==> src/rtl/regfile_wb_arbiter_if.sv <==
// Writeback bus between the two requesters (ALU result, memory load) and the
// register-file write port that the arbiter drives.
interface regfile_wb_arbiter_if #(
  parameter int unsigned DATA_W = 32,
  parameter int unsigned ADDR_W = 5
);
  logic              alu_valid;
  logic [ADDR_W-1:0] alu_rd;
  logic [DATA_W-1:0] alu_data;
  logic              alu_ready;
  logic              mem_valid;
  logic [ADDR_W-1:0] mem_rd;
  logic [DATA_W-1:0] mem_data;
  logic              mem_ready;
  logic              rf_we;
  logic [ADDR_W-1:0] rf_rd;
  logic [DATA_W-1:0] rf_data;

  modport master (
    output alu_valid, alu_rd, alu_data,
    input  alu_ready,
    output mem_valid, mem_rd, mem_data,
    input  mem_ready,
    input  rf_we, rf_rd, rf_data
  );

  modport slave (
    input  alu_valid, alu_rd, alu_data,
    output alu_ready,
    input  mem_valid, mem_rd, mem_data,
    output mem_ready,
    output rf_we, rf_rd, rf_data
  );
endinterface

==> src/rtl/regfile_wb_arbiter.sv <==
// Two-requester writeback arbiter for the single register-file write port:
// round-robin or fixed ALU priority, $zero suppression, contention counter.
module regfile_wb_arbiter #(
  parameter int unsigned DATA_W = 32,
  parameter int unsigned ADDR_W = 5,
  parameter int unsigned RR_EN  = 1,
  parameter int unsigned CNT_W  = 8
) (
  input  logic              clk,
  input  logic              rst,
  regfile_wb_arbiter_if.slave bus,
  output logic              last_grant,
  output logic [CNT_W-1:0]  conflict_cnt
);

  localparam logic [0:0]       PRI_ALU = 1'b0;
  localparam logic [0:0]       PRI_MEM = 1'b1;
  localparam logic [CNT_W-1:0] CNT_MAX = {CNT_W{1'b1}};

  logic [0:0]        state_q, state_d;
  logic              rf_we_q, rf_we_d;
  logic [ADDR_W-1:0] rf_rd_q, rf_rd_d;
  logic [DATA_W-1:0] rf_data_q, rf_data_d;
  logic              last_grant_q, last_grant_d;
  logic [CNT_W-1:0]  cnt_q, cnt_d;

  logic alu_grant_s;
  logic mem_grant_s;
  logic both_valid_s;

  // Grant decision; reset blocks both requesters so nothing is consumed.
  always_comb begin
    alu_grant_s  = 1'b0;
    mem_grant_s  = 1'b0;
    both_valid_s = 1'b0;
    if (rst) begin
      alu_grant_s  = 1'b0;
      mem_grant_s  = 1'b0;
      both_valid_s = 1'b0;
    end else begin
      both_valid_s = bus.alu_valid && bus.mem_valid;
      alu_grant_s  = bus.alu_valid && (!bus.mem_valid || (state_q == PRI_ALU));
      mem_grant_s  = bus.mem_valid && !alu_grant_s;
    end
  end

  // Priority rotation: the winner drops to low priority; idle cycles hold.
  always_comb begin
    state_d = state_q;
    if (RR_EN == 0) begin
      state_d = PRI_ALU;
    end else begin
      case (state_q)
        PRI_ALU: begin
          if (alu_grant_s) begin
            state_d = PRI_MEM;
          end else begin
            state_d = PRI_ALU;
          end
        end
        PRI_MEM: begin
          if (mem_grant_s) begin
            state_d = PRI_ALU;
          end else begin
            state_d = PRI_MEM;
          end
        end
        default: state_d = PRI_ALU;
      endcase
    end
  end

  // Winning request toward the register file; $zero targets are consumed
  // and tracked in rf_rd/rf_data but never raise the write enable.
  always_comb begin
    rf_we_d      = 1'b0;
    rf_rd_d      = rf_rd_q;
    rf_data_d    = rf_data_q;
    last_grant_d = last_grant_q;
    if (alu_grant_s) begin
      rf_we_d      = (bus.alu_rd != {ADDR_W{1'b0}});
      rf_rd_d      = bus.alu_rd;
      rf_data_d    = bus.alu_data;
      last_grant_d = 1'b0;
    end else if (mem_grant_s) begin
      rf_we_d      = (bus.mem_rd != {ADDR_W{1'b0}});
      rf_rd_d      = bus.mem_rd;
      rf_data_d    = bus.mem_data;
      last_grant_d = 1'b1;
    end else begin
      rf_we_d      = 1'b0;
      rf_rd_d      = rf_rd_q;
      rf_data_d    = rf_data_q;
      last_grant_d = last_grant_q;
    end
  end

  // Saturating contention counter.
  always_comb begin
    cnt_d = cnt_q;
    if (both_valid_s && (cnt_q != CNT_MAX)) begin
      cnt_d = cnt_q + {{(CNT_W-1){1'b0}}, 1'b1};
    end else begin
      cnt_d = cnt_q;
    end
  end

  // State and registered write port.
  always_ff @(posedge clk) begin
    if (rst) begin
      state_q      <= PRI_ALU;
      rf_we_q      <= 1'b0;
      rf_rd_q      <= {ADDR_W{1'b0}};
      rf_data_q    <= {DATA_W{1'b0}};
      last_grant_q <= 1'b0;
      cnt_q        <= {CNT_W{1'b0}};
    end else begin
      state_q      <= state_d;
      rf_we_q      <= rf_we_d;
      rf_rd_q      <= rf_rd_d;
      rf_data_q    <= rf_data_d;
      last_grant_q <= last_grant_d;
      cnt_q        <= cnt_d;
    end
  end

  assign bus.alu_ready = alu_grant_s;
  assign bus.mem_ready = mem_grant_s;
  assign bus.rf_we     = rf_we_q;
  assign bus.rf_rd     = rf_rd_q;
  assign bus.rf_data   = rf_data_q;
  assign last_grant    = last_grant_q;
  assign conflict_cnt  = cnt_q;

endmodule

==> src/flat_wrapper.sv <==
// flat-port wrapper written by rule: the top's interface ports become plain ports
module regfile_wb_arbiter_flat 
#(
  parameter int unsigned DATA_W = 32,
  parameter int unsigned ADDR_W = 5,
  parameter int unsigned RR_EN  = 1,
  parameter int unsigned CNT_W  = 8
)
  (clk, rst, last_grant, conflict_cnt, bus_alu_valid, bus_alu_rd, bus_alu_data, bus_alu_ready, bus_mem_valid, bus_mem_rd, bus_mem_data, bus_mem_ready, bus_rf_we, bus_rf_rd, bus_rf_data);
  regfile_wb_arbiter_if #(.DATA_W(DATA_W), .ADDR_W(ADDR_W)) bus_i ();
  input  logic clk;
  input  logic rst;
  output logic last_grant;
  output logic [CNT_W-1:0] conflict_cnt;
  input wire logic [$bits(bus_i.alu_valid)-1:0] bus_alu_valid;
  input wire logic [$bits(bus_i.alu_rd)-1:0] bus_alu_rd;
  input wire logic [$bits(bus_i.alu_data)-1:0] bus_alu_data;
  output wire logic [$bits(bus_i.alu_ready)-1:0] bus_alu_ready;
  input wire logic [$bits(bus_i.mem_valid)-1:0] bus_mem_valid;
  input wire logic [$bits(bus_i.mem_rd)-1:0] bus_mem_rd;
  input wire logic [$bits(bus_i.mem_data)-1:0] bus_mem_data;
  output wire logic [$bits(bus_i.mem_ready)-1:0] bus_mem_ready;
  output wire logic [$bits(bus_i.rf_we)-1:0] bus_rf_we;
  output wire logic [$bits(bus_i.rf_rd)-1:0] bus_rf_rd;
  output wire logic [$bits(bus_i.rf_data)-1:0] bus_rf_data;
  assign bus_i.alu_valid = bus_alu_valid;
  assign bus_i.alu_rd = bus_alu_rd;
  assign bus_i.alu_data = bus_alu_data;
  assign bus_alu_ready = bus_i.alu_ready;
  assign bus_i.mem_valid = bus_mem_valid;
  assign bus_i.mem_rd = bus_mem_rd;
  assign bus_i.mem_data = bus_mem_data;
  assign bus_mem_ready = bus_i.mem_ready;
  assign bus_rf_we = bus_i.rf_we;
  assign bus_rf_rd = bus_i.rf_rd;
  assign bus_rf_data = bus_i.rf_data;
  regfile_wb_arbiter #(.DATA_W(DATA_W), .ADDR_W(ADDR_W), .RR_EN(RR_EN), .CNT_W(CNT_W)) u_core (.clk(clk), .rst(rst), .bus(bus_i), .last_grant(last_grant), .conflict_cnt(conflict_cnt));
endmodule
==> config.mk <==
export PLATFORM = sky130hd
export DESIGN_NAME = regfile_wb_arbiter_flat
export DESIGN_NICKNAME = d
export VERILOG_FILES = /design/src/rtl/regfile_wb_arbiter_if.sv /design/src/rtl/regfile_wb_arbiter.sv /design/src/flat_wrapper.sv
export SDC_FILE = /design/constraint.sdc
export NUM_CORES = 1
export LEC_CHECK = 0
export CAP_MARGIN = 20
export CORE_UTILIZATION = 35
export CTS_CLUSTER_DIAMETER = 120
export CTS_CLUSTER_SIZE = 10
export DETAILED_ROUTE_END_ITERATION = 7
export HOLD_SLACK_MARGIN = 0.12
export PLACE_DENSITY = 0.86
export SYNTH_ARGS = -nofsm -noshare
export SYNTH_HDL_FRONTEND = slang
export SYNTH_SLANG_ARGS = --single-unit
==> constraint.sdc <==
create_clock -name clk -period 1.4 [get_ports clk]
set_input_delay 0.28 -clock clk [delete_from_list [all_inputs] [get_ports clk]]
set_output_delay 0.28 -clock clk [all_outputs]
set_load 0.005 [all_outputs]
==> results.yml, run 1 <==
status:
  status: "complete, no violations"
worst_setup_path:
  cp.arrival_ns: 1.53
  worstPathMaxFanout: 5
  crit_end: "u_core.conflict_cnt[1]"
  ff2ff_setup_slack_ns: 0.05
  endpoint_kind: "register"
  crit-reg2reg-launch: "u_core.conflict_cnt[1]"
  rr_endpoint: "u_core.conflict_cnt[1]"
  ff2ff_path_depth: 4
  crit_required_ns: 1.58
  critPathLaunch: "u_core.conflict_cnt[1]"
  startpoint_type: "register"
  critPathKind: "register to register"
sta:
  setup_viol: 0
  max_freq_mhz: 742
  slew_viol_final: 0
  period_share_pct: 96.2
  fin_crit_ns: 1.35
  finalWorstSetupSlack_ns: 0.0527
  tightest_slew_ns: 0.410
  slew_headroom_pct: 72.7
  skew_ns: 0.00439
  hold_viol: 0
  rsz0062_at_grt: "true"
global_routing:
  first_global_vias: 2323
  grt_pass1_wl_um: 11300
  grt_overflow: 0
  antenna_found_initial: 0
  grt.total_usage_pct: 21.7
  grt_max_degree: 38
drt:
  dr_wl_met3_um: 631
  wl_met2_um: 3600
  dr.pass1.iters: 4
  routedWlPerCell_um: 16.5
  ant_nets: 0
  drtIter0Drc: 98
  drt-met1-wl_um: 3090
  drt_wl_total_um: 7410
  topRoutingLayerUsed: "met4"
  vias_per_cell: 5.49
  drc_errors: 0
  vias: 2466
placed_design:
  gp_congestion: 0.814
  numPortBuffers: 126
  dp_cells: 436
  hpwl_um: 5200
  place_ws_ns: -0.507
finish:
  antenna_cells: 0
  finalNonFillerCells: 449
  drive_gt1_share_pct: 19.3
  syn_to_final_growth_pct: 69.7
  fin_nets: 453
power:
  ir_drop_uv: 472
  p_leak_nw: 1.74
  p_per_area_nw_per_um2: 792
  power_w: 0.00303
synth:
  synthesis.nets: 312
  synth-main-ff-cell: "dfxtp_1"
  ys_types: 34
  synthCells: 233
  async_flop_share_pct: 0
  ys_seq_area_share_pct: 42.6
  netlist_area_um2: 2260
  syn-mean-instance-area_um2: 9.68
  yosys_warnings: 0
  synth_edf_count: 0
  ys_ff_latch: 48
run:
  max-cap-violations: 0
clock_tree:
  cts_buffers: 5
  cts_root_buf: "clkbuf_8"
  cts_tree: "done"
  cts.sinks: 48
  hold_buffers: 0
  insertion_delay_ns: 0.29
  cts-htree-levels: 2
  cts.clk_slew.worst_paths_ns: 0.09
  clk_path_buf_depth: 2
min_path:
  hp-class: "input port to register"
  holdCritStartpoint: "rst"
die:
  io_pins: 127
  dieArea_um2: 6770
  fp.dieW_um: 82.3
  rows: 28
  placeableCoreArea_um2: 6060
  start_util_pct: 37.2
  die_y_um: 82.3
==> per-stage QoR <==
stage / util, % / TNS (ns) / instance area (um^2) / hold WS (ns)
CTS: 62.7 / 0 / 3800 / 0.403
finish: 63.2 / 0 / 3830 / 0.413
global route: 63.2 / -0.00487 / 3830 / 0.421
floorplan: - / 0 / 2260 / 0.440
detailed placement: 60.9 / -15.30 / 3690 / 0.529
global placement: 60.9 / -13.75 / 3690 / 0.502
==> flip-flops by register name (all words and copies together) (netlist names) <==
| signal | count |
|---|---|
| u_core.conflict_cnt | 8 |
| u_core.bus.rf_data | 32 |
| u_core.bus.rf_we | 1 |
| u_core.bus.rf_rd | 5 |
| u_core.state_q | 1 |
| u_core.last_grant | 1 |
==> cell usage in the layout, fill, tap and decap left out, types with 2 or more instances in the layout <==
cell	count
clkdlybuf4s50_1	74
a211oi_1	41
dlygate4sd2_1	41
nor3_1	39
mux2i_1	37
buf_4	29
dfxtp_2	22
dfxtp_1	22
dlymetal6s2s_1	6
nand2b_1	5
clkbuf_8	5
a41oi_1	4
a21oi_1	4
dfxtp_4	4
nor2b_1	2
and2_1	2
nand3_1	2
nand3b_1	2
and3_1	2
nand2_1	2
nor4_1	2
or4_1	2
clkbuf_2	2
buf_2	2
==> worst min-delay path by stage <==
| stage | to | slack, ns | cells past startpoint |
|---|---|---|---|
| final | u_core.state_q | 0.41 | 3 |
| after global routing | u_core.last_grant | 0.42 | 4 |
| after CTS | u_core.state_q | 0.40 | 3 |
| after detailed placement | u_core.conflict_cnt[7] | 0.53 | 1 |
| after global placement | u_core.bus.rf_rd[0] | 0.50 | 2 |
| after floorplan | u_core.bus.rf_we | 0.44 | 2 |
==> routing by layer <==
| metal | track usage [%] | vias up |
|---|---|---|
| met5 | 0 | - |
| met4 | 5.61 | 0 |
| met2 | 37.4 | 119 |
| met3 | 5.16 | 13 |
| li1 | - | 1177 |
| met1 | 26.9 | 1157 |
==> timing repair <==
item / in CTS / in global routing
endpoints found under the setup margin: 66 / 11
buffers inserted: 6 / 0
gates cloned: 0 / 0
gates resized for setup: 74 / 14
pin swaps: 0 / 2
==> worst max-delay path, cell delays in order, from the launching register on <==
cell and delay (ns):
dfxtp_2 0.36, ha_4 0.16, and4_4 0.24, a21o_1 0.15
mux2_2 0.33
==> where the power goes <==
part	leakage [nW]	switching (W)	internal [W]
Clock	0.0410	0.000439	0.000341
Combinational	1.29	0.000288	0.000446
Sequential	0.407	0.0000512	0.00147
Total	1.74	0.000778	0.00225
==> cell usage after synthesis (3+ instances only) <==
master	n	share of area, %
buf_2	14	3.1
a211oi_1	41	14
a41oi_1	4	1.6
clkbuf_1	5	0.83
nand2_1	3	0.50
nor3_1	39	8.7
nand2b_1	5	1.4
a21oi_1	4	0.89
dfxtp_1	48	43
mux2i_1	37	16
==> kinds of logic (layout without fill, tap and decap cells) <==
| group | after synthesis | after routing | share of synthesized area (%) |
|---|---|---|---|
| adder cells (fa/ha/maj) | 1 | 1 | 0.555 |
| AO/OA/AOI/OAI | 55 | 55 | 18.0 |
| multiplexers | 38 | 38 | 16.9 |
| AND/OR/NAND/NOR | 67 | 67 | 16.5 |
| buffers and inverters | 24 | 165 | 5.44 |
| flip-flops | 48 | 48 | 42.6 |
==> area by class of cell <==
cell class                      count  area (um^2)
Clock buffer                        6         72.6
Clock inverter                      1         5.00
Fill cell                         529         2230
Inverter                            1         3.75
Multi-Input combinational cell    161         1200
Sequential cell                    48         1000
Tap cell                           75         93.8
Timing Repair Buffer              157         1450
No activity file was read; power rests on OpenSTA's default activity.
==> run 2, diff against run 1 <==
MAX_ROUTING_LAYER = met4   (was unset)
==> run 2 against run 1 <==
Via count increased by 0.57%; largest cell class unchanged; final cell count unchanged; sequential power about the same; worst setup slack improved by 0.0013 ns; hold slack improved by 0.0013 ns; sequential share of layout area unchanged; critical endpoint unchanged.
==> results.yml, run 2 (synthesis gave the netlist of run 1 again) <==
status:
  status: "complete, no violations"
clock_tree:
  hold_buffers: 0
  clk_path_buf_depth: 2
  cts_tree: "done"
  cts-htree-levels: 2
  cts.sinks: 48
  cts_buffers: 5
  insertion_delay_ns: 0.29
  cts_root_buf: "clkbuf_8"
  cts.clk_slew.worst_paths_ns: 0.09
global_routing:
  grt-busiest-layer: "met2"
  grt_overflow: 0
  antenna_found_initial: 0
  first_global_vias: 2319
  grt_pass1_wl_um: 11300
  grt_use_met3_pct: 4.84
  use_met1_pct: 27.2
  grt.total_usage_pct: 22.3
  use_met2_pct: 37.4
  grt_max_degree: 38
finish:
  finalNonFillerCells: 449
  syn_to_final_growth_pct: 69.7
  drive_gt1_share_pct: 19.3
  largest_reg_flops: 32
  layout_commonest_cell: "clkdlybuf4s50_1"
  fin_nets: 453
  final_cell_mix: "74 x clkdlybuf4s50_1, 41 x a211oi_1, 41 x dlygate4sd2_1"
  final_area_um2: 3830
  antenna_cells: 0
  fillers: 529
placed_design:
  place_area_um2: 3690
  numPortBuffers: 126
  gp_congestion: 0.826
  hpwl_um: 5200
  dp_cells: 436
die:
  start_util_pct: 37.2
  fp.dieW_um: 82.3
  placeableCoreArea_um2: 6060
  io_pins: 127
  die_y_um: 82.3
  dieArea_um2: 6770
  rows: 28
worst_setup_path:
  worstPathMaxFanout: 5
  endpoint_kind: "register"
  ff2ff_path_depth: 4
  rr_endpoint: "u_core.conflict_cnt[1]"
  ff2ff_setup_slack_ns: 0.05
  crit_chain: "ha_4 > and4_4 > a21o_1 > mux2_2"
  crit-reg2reg-launch: "u_core.conflict_cnt[1]"
  cp.arrival_ns: 1.53
  critPathMaxStageDelay_ns: 0.36
  critPathKind: "register to register"
  crit_path_top_delay_cell: "dfxtp_2"
  crit_required_ns: 1.58
  startpoint_type: "register"
run:
  max-cap-violations: 0
drt:
  drt_wl_total_um: 7430
  vias_per_cell: 5.52
  vias: 2480
  drc_errors: 0
  dr.pass1.iters: 5
  drtIter0Drc: 125
  routedWlPerCell_um: 16.5
  ant_nets: 0
power:
  p_leak_nw: 1.74
  p_per_area_nw_per_um2: 792
  ir_drop_uv: 474
sta:
  hold_viol: 0
  period_share_pct: 96.1
  max_freq_mhz: 743
  slew_viol_final: 0
  rsz0062_at_grt: "true"
  skew_ns: 0.00264
  setup_viol: 0
  slew_headroom_pct: 72.5
  fin_crit_ns: 1.35
  tightest_slew_ns: 0.412
min_path:
  hp-class: "input port to register"
  worstHoldEndpoint: "u_core.state_q"
  hold-path-cell-count: 3
  holdCritStartpoint: "rst"
==> run 2: cell counts in the layout (fill, tap and decap cells not counted) <==
Identical to the previous run, type by type.
==> run 2: critical path: cells and delay by family (launching register included) <==
kind | cells | cell delay (ns)
flops | 1 | 0.36
compound gates | 1 | 0.15
mux | 1 | 0.33
simple gates | 1 | 0.25
fa+ha+maj | 1 | 0.16
==> run 2: worst max path at each step <==
stage,startpoint,to,slack (ns),cells after the start
floorplan,u_core.conflict_cnt[0],u_core.conflict_cnt[1],0.01,4
global route,u_core.conflict_cnt[2],u_core.conflict_cnt[7],-0.005,5
detailed placement,bus_alu_valid,bus_alu_ready,-0.51,5
global placement,bus_alu_valid,bus_alu_ready,-0.50,5
finish,u_core.conflict_cnt[1],u_core.conflict_cnt[1],0.05,4
CTS,u_core.bus.rf_data[7],bus_rf_data[7],0.001,1
==> run 2: per-stage QoR <==
step	hold WS [ns]	util (%)	setup slack [ns]	TNS (ns)	power [W]
final	0.414	63.2	0.0541	0	0.00303
after global routing	0.421	63.2	-0.00490	-0.00490	0.00318
after CTS	0.403	62.7	0.00142	0	0.00306
after detailed placement	0.529	60.9	-0.507	-15.30	0.00234
after global placement	0.502	60.9	-0.496	-13.75	0.00232
after floorplan	0.440	-	0.0118	0	0.00182
==> run 2: what timing repair did <==
action | in CTS | in global routing
setup endpoints to repair | 66 | 11
pin swaps | 0 | 2
setup buffers | 6 | 0
gates resized for setup | 74 | 14
==> run 2: power by group <==
group / internal [W] / total (W) / leakage (nW) / switching (W)
Combinational: 0.000446 / 0.000733 / 1.29 / 0.000287
Sequential: 0.00147 / 0.00152 / 0.407 / 0.0000514
Clock: 0.000341 / 0.000783 / 0.0410 / 0.000442
Total: 0.00225 / 0.00303 / 1.74 / 0.000781
==> run 2: layout make-up <==
| cell class | instances | area (um^2) | area share (%) |
|---|---|---|---|
| tap | 75 | 93.8 | 2.45 |
| timing repair buffer | 157 | 1450 | 38.0 |
| clock buffer | 6 | 72.6 | 1.90 |
| inverter | 1 | 3.75 | 0.0980 |
| clock inverter | 1 | 5.00 | 0.131 |
| sequential | 48 | 1000 | 26.2 |
| multi-input combinational | 161 | 1200 | 31.2 |
==> run 2: layer usage <==
metal,part of all wire [%],up-vias
met2,48,129
met4,1.0,0
met1,42,1167
li1,-,1176
met5,0,-
met3,8.2,8
==> run 3, diff against run 2 <==
CELL_PAD_IN_SITES_DETAIL_PLACEMENT = 1   (was unset)
CELL_PAD_IN_SITES_GLOBAL_PLACEMENT = 1   (was unset)
CORE_UTILIZATION = 25   (was 35)
==> run 3 against run 2 <==
Sequential share of layout area decreased by 0.48 points; global-route usage down 3.7 points; via count grew 0.73%.
==> results.yml, run 3 (synthesis gave the netlist of run 1 again) <==
status:
  status: "complete, no violations"
worst_setup_path:
  crit_path_top_delay_cell: "dfxtp_4"
  cp_num_buf_inv: 1
  critPathKind: "register to register"
  cp.arrival_ns: 1.53
  crit_required_ns: 1.58
  crit_family: "flip-flops"
  critPathMaxStageDelay_ns: 0.35
  worstPathMaxFanout: 5
  startpoint_type: "register"
  crit_chain: "buf_4 > and3_2 > a21o_1 > mux2_4"
  endpoint_kind: "register"
power:
  p_per_area_nw_per_um2: 832
  p_int_w: 0.00246
  power_frac_comb_pct: 22.9
  sw_frac_of_total_pct: 25.3
  power_w: 0.00329
  clkPwrFrac_pct: 30.7
  power.switching_w: 0.000830
  seqPwrFrac_pct: 46.4
  p_leak_nw: 1.72
  ir_drop_uv: 402
clock_tree:
  cts.sinks: 48
  clk_path_buf_depth: 2
  cts_buffers: 5
  insertion_delay_ns: 0.29
  cts-htree-levels: 2
  cts_root_buf: "clkbuf_8"
  hold_buffers: 0
  cts_tree: "done"
  cts.clk_slew.worst_paths_ns: 0.09
finish:
  antenna_cells: 0
  syn_to_final_growth_pct: 75.0
  drive_gt1_share_pct: 23.3
  largest_reg_flops: 32
  layout_commonest_cell: "clkdlybuf4s50_1"
  final_cell_mix: "74 x clkdlybuf4s50_1, 48 x dlygate4sd2_1, 41 x a211oi_1"
  finalNonFillerCells: 490
  fin_nets: 460
drt:
  dr.pass1.iters: 4
  drtIter0Drc: 74
  vias_per_cell: 5.10
  ant_nets: 0
  drc_errors: 0
  drt_wl_total_um: 8410
  vias: 2498
  routedWlPerCell_um: 17.2
sta:
  tightest_slew_ns: 0.450
  hold_viol: 0
  fin_setup_tns_ns: 0
  max_freq_mhz: 739
  period_share_pct: 96.6
  slew_headroom_pct: 70.0
  rsz0062_at_grt: "true"
  slew_viol_final: 0
  fin_crit_ns: 1.35
  setup_viol: 0
  skew_ns: 0.00396
die:
  placeableCoreArea_um2: 8720
  dieArea_um2: 9410
  rows: 34
  io_pins: 127
  die_y_um: 97.0
  fp.dieW_um: 97.0
  start_util_pct: 25.9
global_routing:
  grt_pass1_wl_um: 13900
  grt_overflow: 0
  first_global_vias: 2740
  grt.total_usage_pct: 18.6
  antenna_found_initial: 0
  grt_max_degree: 38
min_path:
  hp-class: "input port to register"
placed_design:
  gp_congestion: 0.789
  dp_cells: 474
  numPortBuffers: 126
  hpwl_um: 6020
run:
  max-cap-violations: 0
==> run 3: changes by cell type in the layout (fill, tap and decap cells not counted), moves of 6 or more <==
cell	delta
dlygate4sd2_1	+7
dlymetal6s2s_1	-6
buf_4	+7
dfxtp_2	+7
dfxtp_1	-8
==> run 3: metal layers <==
layer,wire [um],GRT usage [%],up-vias
li1,-,-,1189
met5,0,-,-
met2,4410,34.6,84
met1,3540,21.1,1216
met3,361,2.82,9
met4,91,3.90,0
==> run 3: cell type report <==
class / count / area (um^2)
Tap cell: 108 / 135
Clock inverter: 2 / 35.0
Multi-Input combinational cell: 161 / 1200
Timing Repair Buffer: 164 / 1480
Sequential cell: 48 / 1020
Clock buffer: 6 / 72.6
Inverter: 1 / 3.75
Fill cell: 990 / 4770
==> run 3: path summary, 6_finish.rpt <==
check | slack, ns | end | depth (start not counted) | start
setup / recovery | 0.05 | u_core.conflict_cnt[1] | 4 | u_core.conflict_cnt[5]
setup reg to reg | 0.05 | u_core.conflict_cnt[1] | 4 | u_core.conflict_cnt[5]
hold / removal | 0.36 | u_core.conflict_cnt[3] | 3 | rst
hold reg to reg | 0.52 | u_core.bus.rf_rd[0] | 2 | u_core.bus.rf_rd[0]
==> run 3: power by group through the flow <==
stage	clock [W]	combinational, W	sequential (W)
2_1_floorplan	0	0.000269	0.00156
3_3_place_gp	0	0.000791	0.00155
3_5_place_dp	0	0.000813	0.00155
4_1_cts	0.00105	0.000755	0.00153
5_1_grt	0.00111	0.000814	0.00154
6_report	0.00101	0.000752	0.00152
==> run 3: metrics by stage <==
step	utilization, %	hold WS, ns	instance area [um^2]	worst slack (ns)
after detailed placement	43.2	0.508	3770	-0.453
after global routing	45.3	0.377	3950	0.00483
after global placement	43.2	0.488	3770	-0.432
after CTS	45.0	0.353	3920	-0.0149
after floorplan	-	0.440	2260	0.0118
final	45.3	0.357	3950	0.0473
==> run 3: timing repair <==
action | CTS | global route
gates resized for setup | 91 | 7
pin swaps | 1 | 4
setup endpoints to repair | 76 | 6
setup buffers | 5 | 3
==> run 3: worst register-to-register path: stages (launching register included) <==
cell	delay, ns
dfxtp_4	0.35
buf_4	0.14
and3_2	0.25
a21o_1	0.20
mux2_4	0.30
